===== src/rtl/button_pkg.sv =====
// rtl/button_pkg.sv - shared state type and default timing constants for button_conditioner
package button_pkg;

    localparam int DEBOUNCE_CYCLES_DEF = 16;
    localparam int LONG_CYCLES_DEF     = 1024;

    typedef enum logic [1:0] {
        IDLE,
        PRESS_WAIT,
        PRESSED,
        RELEASE_WAIT
    } btn_state_t;

endpackage


===== src/rtl/button_conditioner_if.sv =====
// rtl/button_conditioner_if.sv - raw pin in, conditioned level and event pulses out
interface button_conditioner_if;

    logic btn_raw;
    logic btn_level;
    logic press_pulse;
    logic release_pulse;
    logic long_press;

    modport master (
        output btn_raw,
        input  btn_level,
        input  press_pulse,
        input  release_pulse,
        input  long_press
    );

    modport slave (
        input  btn_raw,
        output btn_level,
        output press_pulse,
        output release_pulse,
        output long_press
    );

endinterface


===== src/rtl/sync2.sv =====
// rtl/sync2.sv - two-flop synchronizer, async active-low reset to 0
module sync2 (
    input  logic clk,
    input  logic reset_n,
    input  logic d,
    output logic q
);

    logic meta;

    always_ff @(posedge clk or negedge reset_n) begin
        if (!reset_n) begin
            meta <= 1'b0;
            q    <= 1'b0;
        end else begin
            meta <= d;
            q    <= meta;
        end
    end

endmodule


===== src/rtl/button_conditioner.sv =====
// rtl/button_conditioner.sv - debounced pushbutton with press/release/long-press pulses; BUTTON_LONG_PRESS_EN enables long press
module button_conditioner
    import button_pkg::*;
#(
    parameter int DEBOUNCE_CYCLES = DEBOUNCE_CYCLES_DEF,
    parameter int LONG_CYCLES     = LONG_CYCLES_DEF
) (
    input  logic                 clk,
    input  logic                 reset_n,
    button_conditioner_if.slave  btn
);

    localparam int DW = $clog2(DEBOUNCE_CYCLES);
    localparam logic [DW-1:0] DB_LAST = DW'(DEBOUNCE_CYCLES - 1);

    btn_state_t    state, state_nxt;
    logic [DW-1:0] db_cnt, db_cnt_nxt;
    logic          sync;
    logic          level_nxt;
    logic          press_nxt;
    logic          release_nxt;

    sync2 u_sync (
        .clk     (clk),
        .reset_n (reset_n),
        .d       (btn.btn_raw),
        .q       (sync)
    );

    always_ff @(posedge clk or negedge reset_n) begin
        if (!reset_n) begin
            state             <= IDLE;
            db_cnt            <= '0;
            btn.btn_level     <= 1'b0;
            btn.press_pulse   <= 1'b0;
            btn.release_pulse <= 1'b0;
        end else begin
            state             <= state_nxt;
            db_cnt            <= db_cnt_nxt;
            btn.btn_level     <= level_nxt;
            btn.press_pulse   <= press_nxt;
            btn.release_pulse <= release_nxt;
        end
    end

    // The first differing sample moves into a WAIT state; DEBOUNCE_CYCLES more confirm it.
    always_comb begin
        state_nxt  = state;
        db_cnt_nxt = db_cnt;
        unique case (state)
            IDLE: begin
                if (sync) begin
                    state_nxt  = PRESS_WAIT;
                    db_cnt_nxt = '0;
                end
            end
            PRESS_WAIT: begin
                if (!sync) begin
                    state_nxt  = IDLE;
                    db_cnt_nxt = '0;
                end else if (db_cnt == DB_LAST) begin
                    state_nxt  = PRESSED;
                    db_cnt_nxt = '0;
                end else begin
                    db_cnt_nxt = db_cnt + 1'b1;
                end
            end
            PRESSED: begin
                if (!sync) begin
                    state_nxt  = RELEASE_WAIT;
                    db_cnt_nxt = '0;
                end
            end
            RELEASE_WAIT: begin
                if (sync) begin
                    state_nxt  = PRESSED;
                    db_cnt_nxt = '0;
                end else if (db_cnt == DB_LAST) begin
                    state_nxt  = IDLE;
                    db_cnt_nxt = '0;
                end else begin
                    db_cnt_nxt = db_cnt + 1'b1;
                end
            end
            default: begin
                state_nxt  = IDLE;
                db_cnt_nxt = '0;
            end
        endcase
    end

    always_comb begin
        press_nxt   = (state == PRESS_WAIT)   && (state_nxt == PRESSED);
        release_nxt = (state == RELEASE_WAIT) && (state_nxt == IDLE);
        level_nxt   = (state_nxt == PRESSED)  || (state_nxt == RELEASE_WAIT);
    end

`ifdef BUTTON_LONG_PRESS_EN
    localparam int LW = $clog2(LONG_CYCLES + 1);
    localparam logic [LW-1:0] LONG_MAX = LW'(LONG_CYCLES);
    localparam logic [LW-1:0] LONG_PRE = LW'(LONG_CYCLES - 2);

    logic [LW-1:0] long_cnt;

    // Held (not cleared) across RELEASE_WAIT so a bounce cannot retrigger long_press.
    always_ff @(posedge clk or negedge reset_n) begin
        if (!reset_n) begin
            long_cnt       <= '0;
            btn.long_press <= 1'b0;
        end else begin
            btn.long_press <= 1'b0;
            if (press_nxt) begin
                long_cnt <= '0;
            end else if ((state == PRESSED) && (long_cnt != LONG_MAX)) begin
                long_cnt       <= long_cnt + 1'b1;
                btn.long_press <= (long_cnt == LONG_PRE);
            end
        end
    end
`else
    logic unused_long_cycles;

    assign unused_long_cycles = ^LONG_CYCLES;
    assign btn.long_press     = 1'b0;
`endif

endmodule


===== src/flat_wrapper.sv =====
// flat-port wrapper written by rule: the top's interface ports become plain ports
module button_conditioner_flat import button_pkg::*;
#(
    parameter int DEBOUNCE_CYCLES = DEBOUNCE_CYCLES_DEF,
    parameter int LONG_CYCLES     = LONG_CYCLES_DEF
)
  (clk, reset_n, btn_btn_raw, btn_btn_level, btn_press_pulse, btn_release_pulse, btn_long_press);
  button_conditioner_if btn_i ();
  input  logic clk;
  input  logic reset_n;
  input wire logic [$bits(btn_i.btn_raw)-1:0] btn_btn_raw;
  output wire logic [$bits(btn_i.btn_level)-1:0] btn_btn_level;
  output wire logic [$bits(btn_i.press_pulse)-1:0] btn_press_pulse;
  output wire logic [$bits(btn_i.release_pulse)-1:0] btn_release_pulse;
  output wire logic [$bits(btn_i.long_press)-1:0] btn_long_press;
  assign btn_i.btn_raw = btn_btn_raw;
  assign btn_btn_level = btn_i.btn_level;
  assign btn_press_pulse = btn_i.press_pulse;
  assign btn_release_pulse = btn_i.release_pulse;
  assign btn_long_press = btn_i.long_press;
  button_conditioner #(.DEBOUNCE_CYCLES(DEBOUNCE_CYCLES), .LONG_CYCLES(LONG_CYCLES)) u_core (.clk(clk), .reset_n(reset_n), .btn(btn_i));
endmodule

===== config.mk =====
export PLATFORM = sky130hd
export DESIGN_NAME = button_conditioner_flat
export DESIGN_NICKNAME = d
export VERILOG_FILES = /design/src/rtl/button_pkg.sv /design/src/rtl/button_conditioner_if.sv /design/src/rtl/sync2.sv /design/src/rtl/button_conditioner.sv /design/src/flat_wrapper.sv
export SDC_FILE = /design/constraint.sdc
export NUM_CORES = 1
export LEC_CHECK = 0
export BUFFER_PORTS_ARGS = -buffer_cell sky130_fd_sc_hd__clkbuf_2
export CAP_MARGIN = 5
export CORE_AREA = 8 8 45 47
export CTS_CLUSTER_SIZE = 25
export DETAILED_ROUTE_END_ITERATION = 16
export DIE_AREA = 0 0 53 55
export SETUP_SLACK_MARGIN = 0.3
export SYNTH_ARGS = -nofsm -noshare
export SYNTH_HDL_FRONTEND = slang
export SYNTH_SLANG_ARGS = --single-unit

===== constraint.sdc =====
create_clock -name clk -period 1.3 [get_ports clk]
set_input_delay 0.065 -clock clk [delete_from_list [all_inputs] [get_ports clk]]
set_output_delay 0.065 -clock clk [all_outputs]
set_load 0.1 [all_outputs]

After elaboration in Yosys (flattened, before gate mapping)
Cells that the tools add are included.
W data, S select, Z words.
{"block": "word_totals", "ramBits": 0, "output_inout_bits": 4, "mem_bits_ro": 0, "register_bits": 11, "mem_count": 0, "latch_bits": 0, "inputBits": 3, "word_cells": 35}
{"block": "classes", "addsub": 1, "reduce_logical": 6, "n_bitwise": 0, "multipliers": 0, "eq_ne": 8, "muxes": 13, "n_div": 0, "n_lt_le_gt_ge": 0, "shift": 0}
{"op": "$mux W4", "n": 5}
{"op": "$pmux W4 S4", "n": 1}
{"op": "$mux W2", "n": 6}
{"op": "$eq A2 B2 Y1 const B", "n": 4}
{"op": "$pmux W2 S4", "n": 1}
{"op": "$add A4 B1 Y4 const B", "n": 1}
{"op": "$eq A4 B4 Y1 const B", "n": 1}
{"op": "$logic_not A2 Y1", "n": 2}
{"op": "$ne A2 B2 Y1 const B", "n": 2}
{"op": "$eq A2 B1 Y1 const B", "n": 1}
{"op": "$logic_and A1 B1 Y1", "n": 2}
{"op": "$reduce_and A2 Y1", "n": 1}
{"op": "$logic_or A1 B1 Y1", "n": 1}

Depth between registers and ports, before layout
Gate-level depths: netlist of the first run.
{"block": "logic_depth", "ltp_word": 6, "ltp_mapped": 4, "ltp_nobuf": 4}

By module
Synthesis of the first run repeated with hierarchy kept, for this count alone.
{"block": "unflattened", "hier_cells": 39, "hier_area_um2": 440.4}
{"mod": "button_conditioner", "cells_each": 37, "area_per_inst_um2": 390.4, "n_inst": 1, "seq_area_each_um2": 200.2}
{"mod": "sync2", "cells_each": 2, "area_per_inst_um2": 50.0, "n_inst": 1, "seq_area_each_um2": 50.0}

Worst setup path before layout of the first run
No wires, ideal clock.
{"block": "synth_timing", "kind": "reg2reg", "start": "register u_core.db_cnt[0]", "end": "register u_core.db_cnt[0]", "stages_incl_launch_ff": 5, "setup_time_ns": 0.066, "path_buffers": 0, "setup_slack_ns": -0.088, "arrival_time_ns": 1.322, "required_ns": 1.234, "period_less_slack_ns": 1.388, "path_cell_list": "dfrtp_1 ha_1 and3_1 or4b_1 nand2_1"}
{"block": "synth_between", "elab_chain_len": 4, "word_cells_on_any_way": 6}
{"element": "from (decl)", "line_no": "button_conditioner.sv:17", "rtl": "logic [DW-1:0] db_cnt, db_cnt_nxt;"}
{"element": "from (signal assigned)", "line_no": "button_conditioner.sv:39", "rtl": "db_cnt <= db_cnt_nxt;"}
{"element": "$add A4 B1 Y4 / $eq A4 B4 Y1 (equally long branches)"}
{"element": "$mux W4 (*)", "line_no": "button_conditioner.sv:61, button_conditioner.sv:78"}
{"element": "$mux W4, on equally long branches", "line_no": "button_conditioner.sv:75, button_conditioner.sv:58"}
{"element": "$pmux W4 S4 (*)", "line_no": "button_conditioner.sv:50", "rtl": "unique case (state)"}
Every way passes the cells marked *; elsewhere a longest branch is shown, timed or not.
A chain may end at the register's enable or synchronous reset.

Final worst setup path of the first run
{"block": "layout_timing", "start": "register u_core.db_cnt[1]", "end": "register u_core.db_cnt[0]"}
{"block": "layout_between", "elab_chain_len": 4, "word_cells_on_any_way": 5}
{"element": "$eq A4 B4 Y1 (*)", "line_no": "button_conditioner.sv:61, button_conditioner.sv:78"}
{"element": "$mux W4 (*)", "line_no": "button_conditioner.sv:61, button_conditioner.sv:78"}
{"element": "$mux W4, on equally long branches", "line_no": "button_conditioner.sv:75, button_conditioner.sv:58"}
{"element": "$pmux W4 S4 (*)", "line_no": "button_conditioner.sv:50"}
Marked as above.

==> results of run 1 <==
path summary, 6_finish.rpt:
kind                                                 to  cells after the start
hold / removal             u_core.db_cnt[2]$_DFFE_PN0P_                      2
min in group clk              u_core.u_sync.q$_DFF_PN0_                      0
max in group asynchronous     u_core.state[1]$_DFF_PN0_                      2
setup reg to reg           u_core.db_cnt[0]$_DFFE_PN0P_                      4
hold reg to reg               u_core.u_sync.q$_DFF_PN0_                      0
setup / recovery           u_core.db_cnt[0]$_DFFE_PN0P_                      4
per-layer routing:
layer / global-route usage, % / share of wire [%] / up-vias
li1: - / - / 182
met1: 9.73 / 46 / 160
met2: 11.5 / 47 / 9
met3: 4.01 / 6.6 / 0
met4: 5.17 / 0 / 0
met5: 0 / 0 / -
power by group:
group | internal (W) | leakage, nW | switching, W
logic | 0.0000357 | 0.169 | 0.0000408
registers | 0.000352 | 0.144 | 0.0000101
clock network | 0.000119 | 0.0150 | 0.000104
total | 0.000506 | 0.328 | 0.000154
cells by family after synthesis:
logic type,count (synthesis),share of synthesized area (%)
AND/OR/NAND/NOR,16,18.9
flip-flops,11,57.7
AO/OA/AOI/OAI,5,6.56
XOR/XNOR,3,5.51
buffers and inverters,3,3.15
multiplexers,2,4.72
adder cells (fa/ha/maj),1,2.62
other,1,0.787
stage by stage:
step	TNS (ps)	worst slack [ps]
after floorplan	-37.1	-37.1
after global placement	-31.3	-25.3
after detailed placement	-96.7	-58.8
after CTS	-205	-76.6
after global routing	-176	-95.0
final	-75.0	-71.7
worst max-delay path: stages (launching register included):
cell and delay [ps]:
dfrtp_1 400, ha_2 180, and3_4 160, or4b_4 510
nand2_1 70
timing repair:
action,4_1_cts,5_1_grt
pin swaps,1,2
setup endpoints to repair,11,11
endpoints found under the hold margin,12,0
buffers inserted,1,1
gates cloned,0,0
hold buffers,2,0
gates resized for setup,7,7
sequential cells by signal, summed over array words and instances (netlist names):
signal and count:
u_core.btn.btn_level 1, u_core.u_sync.q 1, u_core.db_cnt 4, u_core.btn.press_pulse 1, u_core.btn.release_pulse 1, u_core.u_sync.meta 1, u_core.state 2
cells in the final DEF (no fill, tap or decap), drive strengths merged:
master	n
conb	1
nand3b	1
mux2	2
a311oi	1
dfrtp	11
ha	1
o21ai	1
xnor2	1
clkbuf	6
inv	1
dlygate4sd3	2
or4b	1
nor3b	2
nor2b	1
and3	1
nand2	8
nand3	1
a21oi	1
o22ai	2
xor2	2
buf	12
and4b	1
area by class of cell:
class	count	area [sq um]
Clock buffer	4	26.3
Fill cell	119	706
Inverter	1	3.75
Multi-Input combinational cell	28	224
Sequential cell	11	277
Tap cell	16	20.0
Timing Repair Buffer	16	128
==> reports/qor.txt, run 1 <==
initial antenna violation count: 0
Cell Area, Placed: 578 sq um
Fin. Hold Viols: 0
CP Capture Type: register
TritonRoute pass-1 iters: 2
via-per-instance ratio: 4.62
#FFs+latches synth: 11
width of the die: 53 microns
syn avg cell area: 11.4 sq um
synth warn: 0
vias in the first global route: 368
Pwr Total: 0.000661 W
die height: 55 microns
Sink Count: 11
root buf cell: clkbuf_4
crit path kind: reg2reg
Static Leak: 0.328 nW
residual DRC count: 0
dominant synthesized flop cell: dfrtp_1
sequential element share of the synthesized area: 57.7%
synthesized cell area: 477 sq um
most frequent cells after synthesis: dfrtp_1 (11), nand2_1 (8)
share of Yosys cell area claimed by the top area cell type: 57.7%
core area: 1380 sq um
count leader, synth: dfrtp_1
CP arrival: 1570 ps
Ports: 7
status: finished with violations
post-layout min period: 1370 ps
Synth area leaders: dfrtp_1 (58%), nand2_1 (6.3%), mux2_2 (4.7%)
Final Setup Violations: 2
Yosys cell types: 21
Post-synth EDFFs: 0
TritonCTS Buffers: 3
DRT iter0 DRCs: 2
layout cells sized above 1: 46.7%
fin crit share: 106%
reg2reg start: u_core.db_cnt[1]$_DFFE_PN0P_
CP Launch Type: register
Hold WS: 204 ps
Vias: 351
total wire length: 987 microns
Fmax: 729 MHz
largest net degree at the start of global routing: 12
clock slew at reported path FFs: 60 ps
routability cong.: 0.670
final worst slack: -71.7 ps
area grow syn2layout: 42.3%
CTS tree: built
largest area contributor in the netlist: dfrtp_1
grt total ovfl: 0
failing checks: negative setup slack
remaining antenna violation count after routing: 0
H-tree depth reported by CTS: 1
Hold Crit Class: in2async
worst skew pair latency: 260 ps
FP Rows: 14
Worst Setup SP: u_core.db_cnt[1]$_DFFE_PN0P_
port buffer count: 5
Post-Layout Cell Count: 76
r2r setup slk: -70 ps
routed len/inst: 13.0 microns
cell area after layout: 678 sq um
Mapped Nets: 46
# diodes: 0
Layout Utilization: 49.0%
Die ar.: 2920 sq um
global-route usage over all layers: 8.18%
maximum clock path buffer count: 2
required time of the critical path: 1500 ps
Initial Util: 34.4%
wire length of the first global-routing pass: 1.70 mm
Peak VDD IR: 0.000526 V
MaxCap Viol Count: 0
Final #Nets: 65
Worst Skew: 0.847 ps
Final Max Slew Viols: 0
Pwr Density: 974 nW/um^2
critical path peak fanout: 3
RSZ-0062 raised after global routing: true
placed cell count: 68
Mapped Cells: 42
ys async rst share: 100%
Note: power is estimated with default switching activity, not from simulation.
==> inputs of run 2 (changes only) <==
CAP_MARGIN = 10   (was 5)
CORE_AREA = 5 5 42 44   (was 8 8 45 47)
DIE_AREA = 0 0 47 49   (was 0 0 53 55)
TNS_END_PERCENT = 20   (was unset)
==> reports/qor.txt, run 2 (synthesis results as in run 1) <==
status: finished with violations
failing checks: negative setup slack
slowest CP cell: or4b_1
TritonCTS Buffers: 3
Ports: 7
MaxCap Viol Count: 0
area grow syn2layout: 36.0%
cell area after layout: 648 sq um
maximum clock path buffer count: 2
fin crit share: 105%
final worst slack: -63.1 ps
global-route usage over all layers: 9.12%
crit-path cells: ha_2 -> and3_4 -> or4b_1 -> nand2_1
Fillers: 137
vias in the first global route: 346
die height: 49 microns
TritonRoute pass-1 iters: 3
multi-input logic area: 210 sq um
residual DRC count: 0
clock slew at reported path FFs: 70 ps
max FFs per register: 4
Initial Util: 34.0%
CP arrival: 1570 ps
initial antenna violation count: 0
commonest non-fill, non-tap cells in the layout: buf_4 (11), dfrtp_1 (11), nand2_1 (8)
DRT iter0 DRCs: 8
root buf cell: clkbuf_4
most flop-heavy register: u_core.db_cnt
Setup Fix Bufs, Post-CTS: 0
Worst Skew: 3.83 ps
# diodes: 0
CP Capture Type: register
Final #Nets: 64
Fin. Hold Viols: 0
routability cong.: 0.753
port buffer count: 5
width of the die: 47 microns
post-layout min period: 1360 ps
critical path peak fanout: 5
worst skew pair latency: 270 ps
Post-Place Setup Slack: -90.0 ps
routed len/inst: 10.7 microns
largest net degree at the start of global routing: 12
H-tree depth reported by CTS: 1
Pwr Density: 1010 nW/um^2
via-per-instance ratio: 4.57
Vias: 343
Fmax: 734 MHz
required time of the critical path: 1510 ps
total wire length: 802 microns
Detailed Place HPWL: 582 microns
Sink Count: 11
crit path kind: reg2reg
Max stage delay on crit path: 470 ps
Cell Area, Placed: 578 sq um
Die ar.: 2300 sq um
Final Setup Violations: 3
wire length of the first global-routing pass: 1.44 mm
CTS tree: built
top flop regs: u_core.db_cnt: 4 flops, u_core.state: 2 flops
Static Leak: 0.315 nW
Register Area: 275 sq um
FP Rows: 14
Hold Crit Class: in2async
Final Max Slew Viols: 0
grt total ovfl: 0
RSZ-0062 raised after global routing: true
core area: 1400 sq um
Peak VDD IR: 0.000494 V
layout cells sized above 1: 39.0%
CP Launch Type: register
remaining antenna violation count after routing: 0
-- run 2: changes by cell type in the layout (fill, tap and decap cells not counted) --
cell / change
nand2_1: +1
dfrtp_1: +1
xnor2_2: -1
dfrtp_2: -1
buf_6: -2
or4b_1: +1
xnor2_1: +1
nand2_2: -1
buf_4: +1
or4b_4: -1
-- run 2: critical path, delay by kind of cell, from the launching register on --
kind,cells,cell delay (ps)
adder cells (fa/ha/maj),1,200
flip-flops,1,420
AND/OR/NAND/NOR,3,690
-- run 2: final timing paths --
kind / cells past startpoint / slack [ps] / from / endpoint
min in group clk: 0 / 360 / u_core.u_sync.meta$_DFF_PN0_ / u_core.u_sync.q$_DFF_PN0_
max in group asynchronous: 2 / 890 / reset_n / u_core.u_sync.q$_DFF_PN0_
max reg2reg: 4 / -60 / u_core.db_cnt[0]$_DFFE_PN0P_ / u_core.db_cnt[0]$_DFFE_PN0P_
min: 2 / 190 / reset_n / u_core.db_cnt[2]$_DFFE_PN0P_
max: 4 / -60 / u_core.db_cnt[0]$_DFFE_PN0P_ / u_core.db_cnt[0]$_DFFE_PN0P_
min reg2reg: 0 / 360 / u_core.u_sync.meta$_DFF_PN0_ / u_core.u_sync.q$_DFF_PN0_
-- run 2: metal layers --
| metal | wire length [microns] | GRT usage (%) |
|---|---|---|
| met5 | 0 | 0 |
| met4 | 6 | 6.91 |
| met3 | 33 | 4.43 |
| met2 | 348 | 11.3 |
| met1 | 413 | 11.6 |
-- run 2: metrics by stage --
step	setup TNS [ps]	util, %	instances	total power, W	hold WS (ps)
floorplan	-37.6	-	42	0.000402	-231
global placement	-63.1	41.3	69	0.000423	-47.1
detailed placement	-147	41.3	69	0.000424	-43.8
CTS	-197	45.1	75	0.000668	195
global route	-411	46.3	75	0.000699	219
finish	-128	46.3	75	0.000655	192
-- run 2: cell type report --
cell class | instances | area share [%]
clock buffers | 4 | 4.05
inverters | 1 | 0.579
multi-input cells | 28 | 32.4
flip-flops and latches | 11 | 42.5
well taps | 16 | 3.09
repair buffers | 15 | 17.4
-- run 2: report_power, final --
group          switching, W  internal [W]
clock network      0.000115      0.000119
registers        0.00000976      0.000352
logic             0.0000355     0.0000246
-- run 2: what timing repair did --
item                                    4_1_cts  5_1_grt
endpoints found under the setup margin       11       12
hold buffers                                  2        0
gates resized for setup                       3        6
pin swaps                                     5        3
hold endpoints to repair                     12        0
